==> src/rtl/mc_pkg.sv <==
// Shared definitions for the multi-cycle controller: opcode/funct constants,
// ALU op codes (also used by the ALU), FSM state encodings, and the decoded
// instruction class, plus small helpers that map a class to datapath controls.
package mc_pkg;

  // Primary opcodes, instr[31:26]
  localparam logic [5:0] OP_RTYPE = 6'h00;
  localparam logic [5:0] OP_J     = 6'h02;
  localparam logic [5:0] OP_BEQ   = 6'h04;
  localparam logic [5:0] OP_ORI   = 6'h0D;
  localparam logic [5:0] OP_LUI   = 6'h0F;
  localparam logic [5:0] OP_LW    = 6'h23;
  localparam logic [5:0] OP_SW    = 6'h2B;

  // R-type function codes, instr[5:0]
  localparam logic [5:0] FN_SLL  = 6'h00;
  localparam logic [5:0] FN_SRL  = 6'h02;
  localparam logic [5:0] FN_SRA  = 6'h03;
  localparam logic [5:0] FN_ADDU = 6'h21;
  localparam logic [5:0] FN_SUBU = 6'h23;

  // Next-PC select
  localparam logic [1:0] NPC_SEQ    = 2'd0;
  localparam logic [1:0] NPC_BRANCH = 2'd1;
  localparam logic [1:0] NPC_JUMP   = 2'd2;

  // Register write-data select
  localparam logic [1:0] WD_ALU = 2'd0;
  localparam logic [1:0] WD_MEM = 2'd1;
  localparam logic [1:0] WD_LUI = 2'd2;

  // ALU operation codes, shared with the ALU
  typedef enum logic [3:0] {
    ALU_NONE = 4'd0,
    ALU_ADDU = 4'd1,
    ALU_SUBU = 4'd2,
    ALU_OR   = 4'd3,
    ALU_SLL  = 4'd4,
    ALU_SRL  = 4'd5,
    ALU_SRA  = 4'd6
  } alu_op_e;

  // FSM states; codes 5-7 are illegal
  typedef enum logic [2:0] {
    ST_FETCH  = 3'd0,
    ST_DECODE = 3'd1,
    ST_EXEC   = 3'd2,
    ST_MEM    = 3'd3,
    ST_WB     = 3'd4
  } state_e;

  // Decoded instruction class; CL_NOP covers every unsupported encoding
  typedef enum logic [3:0] {
    CL_NOP,
    CL_ADDU,
    CL_SUBU,
    CL_SLL,
    CL_SRL,
    CL_SRA,
    CL_ORI,
    CL_LUI,
    CL_LW,
    CL_SW,
    CL_BEQ,
    CL_J
  } iclass_e;

  // ALU operation required in EXEC for a given class
  function automatic alu_op_e alu_op_for(input iclass_e cls);
    case (cls)
      CL_ADDU, CL_LW, CL_SW: return ALU_ADDU;
      CL_SUBU, CL_BEQ:       return ALU_SUBU;
      CL_ORI:                return ALU_OR;
      CL_SLL:                return ALU_SLL;
      CL_SRL:                return ALU_SRL;
      CL_SRA:                return ALU_SRA;
      default:               return ALU_NONE;
    endcase
  endfunction

  // Classes whose ALU B operand is the (extended) immediate
  function automatic logic uses_imm(input iclass_e cls);
    return (cls == CL_ORI) || (cls == CL_LW) || (cls == CL_SW);
  endfunction

  // Classes that write rd rather than rt
  function automatic logic is_rtype(input iclass_e cls);
    return (cls == CL_ADDU) || (cls == CL_SUBU) || (cls == CL_SLL) ||
           (cls == CL_SRL)  || (cls == CL_SRA);
  endfunction

endpackage

==> src/rtl/mc_decode.sv <==
// Purpose: classify the instruction register contents into an instruction class.
// Latency: purely combinational. Backpressure: none (no handshake).
// Ports: instr (IR contents) in; iclass (decoded class, CL_NOP if unsupported) out.
module mc_decode
  import mc_pkg::*;
(
  input  logic [31:0] instr,
  output iclass_e     iclass
);

  logic [5:0] opcode;
  logic [5:0] funct;
  logic       unused_fields;

  assign opcode = instr[31:26];
  assign funct  = instr[5:0];
  // Register and immediate fields are consumed by the datapath, not here.
  assign unused_fields = ^instr[25:6];

  always_comb begin
    iclass = CL_NOP;
    case (opcode)
      OP_RTYPE: begin
        case (funct)
          FN_ADDU: iclass = CL_ADDU;
          FN_SUBU: iclass = CL_SUBU;
          FN_SLL:  iclass = CL_SLL;
          FN_SRL:  iclass = CL_SRL;
          FN_SRA:  iclass = CL_SRA;
          default: iclass = CL_NOP;
        endcase
      end
      OP_J:    iclass = CL_J;
      OP_BEQ:  iclass = CL_BEQ;
      OP_ORI:  iclass = CL_ORI;
      OP_LUI:  iclass = CL_LUI;
      OP_LW:   iclass = CL_LW;
      OP_SW:   iclass = CL_SW;
      default: iclass = CL_NOP;
    endcase
  end

endmodule

==> src/rtl/mc_ctrl.sv <==
// Purpose: multi-cycle CPU control FSM (FETCH/DECODE/EXEC/MEM/WB), Moore outputs per class.
// Latency: 2 cycles (j, nop), 3 (beq), 4 (R-type, ori, lui, sw), 5 (lw).
// Backpressure: none; one state per clock, reset aborts the instruction at once.
// Ports: clk, reset (async, active-high), instr, alu_eq in; alu_ctrl, alu_src_b,
//        ir_we, pc_we, npc_sel, reg_we, reg_dst, wd_sel, mem_we, state out.
module mc_ctrl
  import mc_pkg::*;
(
  input  logic        clk,
  input  logic        reset,
  input  logic [31:0] instr,
  input  logic        alu_eq,
  output logic [3:0]  alu_ctrl,
  output logic        alu_src_b,
  output logic        ir_we,
  output logic        pc_we,
  output logic [1:0]  npc_sel,
  output logic        reg_we,
  output logic        reg_dst,
  output logic [1:0]  wd_sel,
  output logic        mem_we,
  output logic [2:0]  state
);

  state_e  state_q;
  state_e  state_d;
  iclass_e iclass;

  mc_decode u_decode (
    .instr  (instr),
    .iclass (iclass)
  );

  // State register
  always_ff @(posedge clk or posedge reset) begin
    if (reset) begin
      state_q <= ST_FETCH;
    end else begin
      state_q <= state_d;
    end
  end

  // Next-state logic
  always_comb begin
    state_d = ST_FETCH;
    case (state_q)
      ST_FETCH: state_d = ST_DECODE;
      ST_DECODE: begin
        if ((iclass == CL_J) || (iclass == CL_NOP)) begin
          state_d = ST_FETCH;
        end else begin
          state_d = ST_EXEC;
        end
      end
      ST_EXEC: begin
        case (iclass)
          CL_LW, CL_SW: state_d = ST_MEM;
          CL_ADDU, CL_SUBU, CL_SLL, CL_SRL, CL_SRA, CL_ORI, CL_LUI:
            state_d = ST_WB;
          default: state_d = ST_FETCH;  // beq, or IR changed underneath us
        endcase
      end
      ST_MEM: state_d = (iclass == CL_LW) ? ST_WB : ST_FETCH;
      ST_WB:  state_d = ST_FETCH;
      default: state_d = ST_FETCH;      // illegal codes recover in one edge
    endcase
  end

  // Output logic. Reset gates everything directly: the register is already
  // forced to FETCH, but FETCH strobes must not fire until reset is released.
  always_comb begin
    alu_ctrl  = ALU_NONE;
    alu_src_b = 1'b0;
    ir_we     = 1'b0;
    pc_we     = 1'b0;
    npc_sel   = NPC_SEQ;
    reg_we    = 1'b0;
    reg_dst   = 1'b0;
    wd_sel    = WD_ALU;
    mem_we    = 1'b0;
    if (!reset) begin
      case (state_q)
        ST_FETCH: begin
          ir_we   = 1'b1;
          pc_we   = 1'b1;
          npc_sel = NPC_SEQ;
        end
        ST_DECODE: begin
          if (iclass == CL_J) begin
            pc_we   = 1'b1;
            npc_sel = NPC_JUMP;
          end
        end
        ST_EXEC: begin
          alu_ctrl  = alu_op_for(iclass);
          alu_src_b = uses_imm(iclass);
          if (iclass == CL_BEQ) begin
            pc_we   = alu_eq;
            npc_sel = NPC_BRANCH;
          end
        end
        ST_MEM: begin
          mem_we = (iclass == CL_SW);
        end
        ST_WB: begin
          reg_we  = 1'b1;
          reg_dst = is_rtype(iclass);
          if (iclass == CL_LW) begin
            wd_sel = WD_MEM;
          end else if (iclass == CL_LUI) begin
            wd_sel = WD_LUI;
          end else begin
            wd_sel = WD_ALU;
          end
        end
        default: ;
      endcase
    end
  end

  assign state = state_q;

endmodule
==> config.mk <==
export PLATFORM = sky130hd
export DESIGN_NAME = mc_ctrl
export DESIGN_NICKNAME = d
export VERILOG_FILES = /design/src/rtl/mc_pkg.sv /design/src/rtl/mc_decode.sv /design/src/rtl/mc_ctrl.sv
export SDC_FILE = /design/constraint.sdc
export NUM_CORES = 1
export LEC_CHECK = 0
export BUFFER_PORTS_ARGS = -buffer_cell sky130_fd_sc_hd__buf_4
export CAP_MARGIN = 20
export CORE_AREA = 4 4 46 48
export CTS_BUF_LIST = sky130_fd_sc_hd__clkbuf_8
export DETAILED_ROUTE_END_ITERATION = 8
export DIE_AREA = 0 0 50 52
export GPL_TIMING_DRIVEN = 0
export HOLD_SLACK_MARGIN = 0.03
export PLACE_DENSITY = 0.8
export SLEW_MARGIN = 10
export SYNTH_ARGS = -nofsm -noshare
export SYNTH_HDL_FRONTEND = slang
export SYNTH_HIERARCHICAL = 1
export SYNTH_SLANG_ARGS = --single-unit
export TNS_END_PERCENT = 100
==> constraint.sdc <==
create_clock -name clk -period 2.9 [get_ports clk]
set_input_delay 0.435 -clock clk [delete_from_list [all_inputs] [get_ports clk]]
set_output_delay 0.435 -clock clk [all_outputs]
set_load 0.005 [all_outputs]
==> results of run 1 <==
## logic make-up after synthesis
family	count (synthesis)	share of synthesized area
multiplexers	2	0.0294
XOR/XNOR	1	0.0129
AND/OR/NAND/NOR	44	0.434
adder cells (fa/ha/maj)	5	0.0919
flip-flops	3	0.110
other	1	0.00551
buffers and inverters	13	0.0901
AO/OA/AOI/OAI	23	0.226
## worst paths after layout
kind / cells past startpoint / to / from
max in group asynchronous: 2 / state[2]$_DFF_PP0_ / reset
max: 9 / pc_we / instr[29]
max reg2reg: 4 / state[1]$_DFF_PP0_ / state[0]$_DFF_PP0_
min in group clk: 1 / state[0]$_DFF_PP0_ / state[2]$_DFF_PP0_
min reg2reg: 1 / state[0]$_DFF_PP0_ / state[2]$_DFF_PP0_
min: 2 / state[0]$_DFF_PP0_ / reset
## synth_stat cells, types with 2 or more instances
library cell and instances:
a21oi_1 7, inv_1 7, nor3_1 6, ha_1 5
o21ai_0 5, and3_1 4, nand2b_1 4, nor2_1 4
clkbuf_1 3, dfrtp_1 3, nand2_1 3, nand3_1 3
nor4_1 3, and2b_1 2, and4b_2 2, mux2i_1 2
or4b_1 2
## power groups by stage
| stage | clock network (uW) | registers, uW | logic (uW) |
|---|---|---|---|
| 6_report | 118 | 65.7 | 136 |
| 3_3_place_gp | 0 | 65.8 | 131 |
| 4_1_cts | 121 | 65.7 | 136 |
| 5_1_grt | 126 | 68.5 | 152 |
| 2_1_floorplan | 0 | 64.6 | 74.7 |
| 3_5_place_dp | 0 | 66.2 | 135 |
## per-layer routing
metal | vias up | wire (um) | track usage
met5 | - | 0 | 0
met2 | 25 | 927 | 0.296
met3 | 4 | 95 | 0.0201
li1 | 407 | - | -
met1 | 359 | 775 | 0.151
met4 | 0 | 24 | 0.0553
## metrics by stage
step	util	TNS, ns	power, uW
finish	0.570	0	320
global route	0.570	-0.00278	346
global placement	0.540	0	197
CTS	0.566	0	323
floorplan	-	0	139
detailed placement	0.540	0	202
## critical path, cell delays in order
cell and delay [ns]:
buf_4 0.14, or4b_1 0.51, a311o_1 0.38, o21ai_2 0.12, ha_2 0.28, nand3b_1 0.10, a21boi_0 0.19, a41o_1 0.12
buf_4 0.11
## repair_timing
item / 4_1_cts / 5_1_grt
hold buffers: 0 / 0
resized for setup: 0 / 4
setup endpoints to repair: 0 / 5
## placed cells by master, fill, tap and decap left out, types with 2 or more instances in the layout
master    instances
a21oi_1           7
and3_1            4
and4b_2           2
buf_4            29
clkbuf_1          3
clkbuf_8          3
dfrtp_1           3
ha_1              3
ha_2              2
inv_1             7
mux2i_1           2
nand2_1           3
nand2b_1          4
nand3_1           3
nor2_1            4
nor3_1            6
nor4_1            3
o21ai_0           5
or4b_1            2
## layout make-up
| type | instances | area [um2] | area share |
|---|---|---|---|
| tap | 25 | 31.3 | 0.0321 |
| inverter | 7 | 26.3 | 0.0270 |
| sequential | 3 | 75.1 | 0.0771 |
| timing repair buffer | 28 | 210 | 0.216 |
| buffer | 6 | 35.0 | 0.0360 |
| clock inverter | 1 | 3.75 | 0.00386 |
| multi-input combinational | 76 | 551 | 0.566 |
| clock buffer | 3 | 41.3 | 0.0424 |
==> results.env, run 1 <==
CLOCK_INSERTION_DELAY_AT_THE_LATER_PIN_OF_THE_SKEW_REPORT_NS=0.22
NUMBER_OF_STORAGE_ELEMENTS_IN_THE_SYNTHESIS_NETLIST=3
CRITICAL_PATH_CLASS='in -> out'
OUTCOME='finished, final reports clean'
FINAL_ANTENNA_NET_COUNT=0
NUM_ROWS=15
STARTPOINT_TYPE='input pin'
POSTLAYOUTSETUPSLACKWORST_NS=0.0866
CTSHTREEMAXLEVEL=1
CLOCK-SKEW-FINAL_NS=0.00383
CRIT_PATH_MAX_FANOUT=9
ACHIEVABLE_FREQUENCY_MHz=355
GRT_ANTENNA_BEFORE_REPAIR=0
DRT_FIRST_PASS_ITERS=4
POSTROUTEWIRELENGTH_UM=1820
OVERFLOW=0
DP_HPWL_UM=1450
DIE_W_UM=50
YS.FLOP_TYPE='dfrtp_1'
COUNT_OF_FLIP_FLOPS_WITH_A_BUILT_IN_ENABLE_AFTER_SYNTHESIS=0
VIA_COUNT_OF_THE_FIRST_GLOBAL_ROUTING_PASS=783
DRC=0
CLKSLEWWORSTSETUPHOLDPATHS_NS=0.03
REG2REG_SLACK_NS=1.68
CORE_MM2=0.00171
FINALSETUPVIOLATIONS=0
TIMING.FINAL.CRIT_SHARE=0.970
TIMING.HOLD.WS_NS=0.124
SYNTH_TOP_CELL_AREA_SHARE=0.110
POST_ROUTE_CELLS_DRIVE_ABOVE_1_SHARE=0.355
YOSYSWARNINGS=6
LARGEST_REGISTER_FF_COUNT=3
COMB_POWER_SHARE=0.426
SYNTH.TOP_CELLS.BY_AREA='dfrtp_1, ha_1, a21oi_1, nor3_1, inv_1'
INSERTEDDIODECOUNT=0
POST_DRT_VIA_CELL_RATIO=5.34
SYN2LAYOUT_AREA_GROWTH_PCT=43.0
SYNTH_SEQUENTIAL_AREA_RATIO=0.110
GRT_PASS1_WL_UM=3010
SYNTHESIS.AREA_PER_INSTANCE_UM2=7.40
POWER.SWITCHING_FRACTION=0.341
PWR-SHARE-CLK=0.369
NUMCTSBUFFERS=3
GLOBALPLACE.CONGESTION=0.797
CP.REQUIRED_NS=2.47
PLACED_CELL_AREA_UM2=922
CLKSINKCOUNT=3
FINAL-HOLD-VIOLATION-COUNT=0
TOTAL_LEAKAGE_POWER_uW=0.000438
SYNTH_CELL_TYPES=44
IO-PIN-COUNT=52
PWR-SHARE-SEQ=0.205
POST_SYNTHESIS_ASYNC_SET_OR_RESET_FLOP_SHARE=1.00
CELLINTERNALPOWER_uW=211
GRT_START_MAX_NET_PINS=11
PLACED_CELLS=145
LAYOUT.CELL_AREA.NON_FILLER_UM2=973
CLOCKBUFFERDEPTH=2
MIN_CLOCK_PERIOD_POST_ROUTE_NS=2.81
GR-USAGE-ALL-LAYERS=0.147
FINAL_NET_COUNT=165
SYNTH_NETS=132
TRITONCTS='done'
DIE_AREA_MM2=0.00260
NETLIST_AREA_UM2=681
ROUTED_WIRE_LENGTH_PER_INSTANCE_UM=12.2
DRT_FIRST_ITER_VIOLATIONS=24
SYNTH_CELLS=92
SYNTH_AREA_LEADER_CELL='dfrtp_1'
WORSTSETUPENDPOINTTYPE='primary output'
PRE_CTS_WS_NS=0.0154
CTS_SETUP_BUFFERS=0
NET-SWITCHING-POWER_uW=109
DIE_HEIGHT_UM=52
CLOCK-ROOT-BUFFER='clkbuf_8'
DRV_CAP=0
POWER_PER_CELL_AREA_mW_PER_MM2=329
LAYOUTNONFILLERINSTCOUNT=149
FILLER_CELL_COUNT=160
WORSTHOLDPATHTYPE='in -> async'
INITIAL_UTILIZATION=0.399
PLACE.PORT_BUFFERS=28
CP_DATA_ARRIVAL_TIME_NS=2.38
FINALMAXSLEWVIOLATIONS=0
VIA_COUNT=795
WORST_VDD_IR_V=0.000176
(Power assumes the default switching activity.)
==> inputs of run 2 (changes only) <==
--- a/config.mk
+++ b/config.mk
@@ -5,15 +5,16 @@
 export SDC_FILE = /design/constraint.sdc
 export NUM_CORES = 1
 export LEC_CHECK = 0
+export ABC_AREA = 1
 export BUFFER_PORTS_ARGS = -buffer_cell sky130_fd_sc_hd__buf_4
 export CAP_MARGIN = 20
-export CORE_AREA = 4 4 46 48
+export CORE_AREA = 4 4 47 49
 export CTS_BUF_LIST = sky130_fd_sc_hd__clkbuf_8
 export DETAILED_ROUTE_END_ITERATION = 8
-export DIE_AREA = 0 0 50 52
+export DIE_AREA = 0 0 51 53
 export GPL_TIMING_DRIVEN = 0
 export HOLD_SLACK_MARGIN = 0.03
-export PLACE_DENSITY = 0.8
+export PLACE_DENSITY = 0.79
 export SLEW_MARGIN = 10
 export SYNTH_ARGS = -nofsm -noshare
 export SYNTH_HDL_FRONTEND = slang
==> run 2 against run 1 <==
Sequential power hardly changed. Synthesized cell count is 48% higher. Wire length is 1.6% higher.
==> results.env, run 2 <==
OUTCOME='finished, final reports clean'
NETLIST_AREA_UM2=731  # +7.4%
FINALSETUPVIOLATIONS=0  # unchanged
SYNTH-COMPOUND-AREA-SHARE=0.120  # -0.106
YOSYS.AREA_SHARE.ADDER=0.0856  # -0.00630
GR-USAGE-ALL-LAYERS=0.150  # +0.00264
PLACED_CELLS=193  # +33%
IO-PIN-COUNT=52  # unchanged
SYNTH_COMMON_CELLS='nand2_1, inv_1, nor2_1, nand3_1, inv_2'
SYNTH_SIMPLE_GATE_AREA_FRAC=0.507  # +0.0730
SYNTH_CELLS=136  # +48%
FINAL_COMMON_CELL='buf_4'
DIE_W_UM=51  # +2.0%
GRT_START_MAX_NET_PINS=7  # -4
POST_DRT_VIA_CELL_RATIO=4.70  # -12%
WORST_VDD_IR_V=0.000174  # -1.4%
YOSYSWARNINGS=6  # unchanged
GRT_ANTENNA_BEFORE_REPAIR=0  # unchanged
SYNTH_NETS=176  # +33%
MOSTFREQUENTLAYOUTCELLS='buf_4, nand2_1, inv_1'
ROUTED_WIRE_LENGTH_PER_INSTANCE_UM=9.41  # -23%
YOSYS-MUX-AREA-FRACTION=0  # -0.0294
DIE_HEIGHT_UM=53  # +1.9%
COMB_POWER_SHARE=0.442  # +0.016
PRE_CTS_WS_NS=0.479  # +0.464 ns
POWER_PER_CELL_AREA_mW_PER_MM2=316  # -4.0%
NUMBER_OF_STORAGE_ELEMENTS_IN_THE_SYNTHESIS_NETLIST=3  # unchanged
CRITICAL_PATH_CLASS='in -> out'
OVERFLOW=0  # unchanged
GLOBALPLACE.CONGESTION=0.810  # +1.6%
CLOCK-SKEW-FINAL_NS=0.00175  # -0.00208 ns
TOTAL_LEAKAGE_POWER_uW=0.000577  # +32%
CRIT_PATH_MAX_FANOUT=6  # -3
YOSYS.AREA_SHARE.XOR_XNOR=0  # -0.0129
GRTUSAGEMET1=0.145  # -0.00668
YS.FLOP_TYPE='dfrtp_1'
CORE_MM2=0.00186  # +9.0%
MAIN_COMBINATIONAL_CELL_FAMILY_BY_AREA_AFTER_SYNTHESIS='simple AND/OR/NAND/NOR gates'
DRT_FIRST_ITER_VIOLATIONS=15  # -38%
CELLINTERNALPOWER_uW=206  # -2.5%
POST_SYNTHESIS_ASYNC_SET_OR_RESET_FLOP_SHARE=1.00  # unchanged
FIN_SETUP_TNS_NS=0  # unchanged
ACHIEVABLE_FREQUENCY_MHz=417  # +17%
PWR-SHARE-CLK=0.357  # -0.012
TRITONCTS='done'
PLACE.PORT_BUFFERS=30  # +7.1%
WORSTHOLDPATHTYPE='in -> async'
NUMCTSBUFFERS=3  # unchanged
FINAL_NET_COUNT=211  # +28%
SYNTHESIS.AREA_PER_INSTANCE_UM2=5.37  # -27%
SYNTH.TOP_CELLS.BY_AREA='nand2_1, inv_1, nor2_1, dfrtp_1, ha_1'
SETUP_REPAIR_AFTER_GLOBAL_ROUTING_MISSED_ITS_MARGIN='false'
DIE_AREA_MM2=0.00270  # +4.0%
DRC=0  # unchanged
COUNT_OF_FLIP_FLOPS_WITH_A_BUILT_IN_ENABLE_AFTER_SYNTHESIS=0  # unchanged
GLOBAL_ROUTE.USAGE.MET3=0.0366  # +0.0166
POWER.SWITCHING_FRACTION=0.371  # +0.0292
GRT.MET2_USAGE=0.303  # +0.00692
POSTLAYOUTSETUPSLACKWORST_NS=0.501  # +0.415 ns
LARGEST_REGISTER_FF_COUNT=3  # unchanged
SYNTH_TOP_CELL_AREA_SHARE=0.144  # +0.0335
CLOCK_INSERTION_DELAY_AT_THE_LATER_PIN_OF_THE_SKEW_REPORT_NS=0.21  # about the same
SYNTH_SEQUENTIAL_AREA_RATIO=0.103  # -0.00755
MIN_CLOCK_PERIOD_POST_ROUTE_NS=2.40  # -0.415 ns
STARTPOINT_TYPE='input pin'
CLOCKBUFFERDEPTH=2  # unchanged
DRT_FIRST_PASS_ITERS=4  # unchanged
FINAL_ANTENNA_NET_COUNT=0  # unchanged
NUM_ROWS=16  # +1
SYNTH_AREA_LEADER_CELL='nand2_1'
POSTROUTEWIRELENGTH_UM=1850  # +1.6%
INSERTEDDIODECOUNT=0  # unchanged
WORSTSETUPENDPOINTTYPE='primary output'
POST_CTS_HOLD_BUFFER_COUNT=0  # unchanged
SYN2LAYOUT_AREA_GROWTH_PCT=41.6
DP_HPWL_UM=1610  # +12%
DRV_CAP=0  # unchanged
SYNTH_CELL_TYPES=23  # -48%
GRT-BUSIEST-LAYER='met2'
TIMING.FINAL.CRIT_SHARE=0.827  # -0.143
CP.REQUIRED_NS=2.47  # about the same
CLOCK-ROOT-BUFFER='clkbuf_8'
PWR-SHARE-SEQ=0.201  # -0.004
YOSYSMOSTFREQUENTCELL='nand2_1'
CLKSINKCOUNT=3  # unchanged
CLKSLEWWORSTSETUPHOLDPATHS_NS=0.03  # about the same
NET-SWITCHING-POWER_uW=121  # +11%
LAYOUTNONFILLERINSTCOUNT=197  # +32%
VIA_COUNT_OF_THE_FIRST_GLOBAL_ROUTING_PASS=857  # +9.5%
CTS-RESIZED-GATES=0  # unchanged
FINALMAXSLEWVIOLATIONS=0  # unchanged
CP_DATA_ARRIVAL_TIME_NS=1.96  # -0.42 ns
VIA_COUNT=926  # +16%
FINAL-HOLD-VIOLATION-COUNT=0  # unchanged
FILLER_CELL_COUNT=194  # +21%
TIMING.HOLD.WS_NS=0.133  # +0.00910 ns
GRT_PASS1_WL_UM=3150  # +4.8%
INITIAL_UTILIZATION=0.392  # -0.00606
POST_ROUTE_CELLS_DRIVE_ABOVE_1_SHARE=0.318  # -0.0372
CTSHTREEMAXLEVEL=1  # unchanged
CTS_SETUP_BUFFERS=0  # unchanged
==> run 2: metal layers <==
layer / up-vias / share of wire
met5: - / 0
li1: 486 / -
met4: 0 / 0.012
met3: 4 / 0.070
met2: 28 / 0.51
met1: 408 / 0.41
==> run 2: power by group through the flow <==
| stage | Clock [uW] | Combinational (uW) | Sequential (uW) |
|---|---|---|---|
| finish | 117 | 145 | 65.6 |
| global route | 128 | 160 | 68.9 |
| CTS | 119 | 146 | 65.3 |
| detailed placement | 0 | 145 | 65.8 |
| global placement | 0 | 139 | 65.1 |
| floorplan | 0 | 78.2 | 65.5 |
==> run 2: final timing paths <==
check                                        start                 end  slack [ns]  depth (start not counted)
worst max-delay path                     instr[31]           alu_src_b        0.50                         13
worst min-delay path                         reset  state[0]$_DFF_PP0_        0.13                          2
worst max register to register  state[0]$_DFF_PP0_  state[1]$_DFF_PP0_        1.91                          3
worst min register to register  state[1]$_DFF_PP0_  state[2]$_DFF_PP0_        0.66                          2
max in group asynchronous                    reset  state[1]$_DFF_PP0_        2.63                          2
min in group clk                state[1]$_DFF_PP0_  state[2]$_DFF_PP0_        0.66                          2
==> run 2: cell families after synthesis <==
family          count (synthesis)
compound gates                 16
fa+ha+maj                       5
buf+inv                        34
flops                           3
other cells                     1
simple gates                   77
==> run 2: cell type report <==
cell class              instances  area [um2]  area share
clock inverters                 1        3.75     0.00363
multi-input cells              99         524       0.507
well taps                      27        33.8      0.0326
plain buffers                   1        7.51     0.00726
clock buffers                   3        41.3      0.0399
inverters                      33         124       0.120
repair buffers                 30         225       0.218
flip-flops and latches          3        75.1      0.0726
==> run 2: critical path, cell delays in order <==
cell,delay [ns]
buf_4,0.12
nor2_4,0.16
nand3_2,0.10
nor2_4,0.12
nand2_1,0.07
nand2_1,0.14
inv_1,0.12
ha_1,0.24
inv_1,0.10
a21oi_1,0.07
o21ai_1,0.11
inv_1,0.05
buf_4,0.13
==> run 2: per-stage QoR <==
stage	total power (uW)	area, um2	utilization
after floorplan	144	731	-
after global placement	204	990	0.532
after detailed placement	211	990	0.532
after CTS	330	1030	0.556
after global routing	357	1030	0.556
final	327	1030	0.556
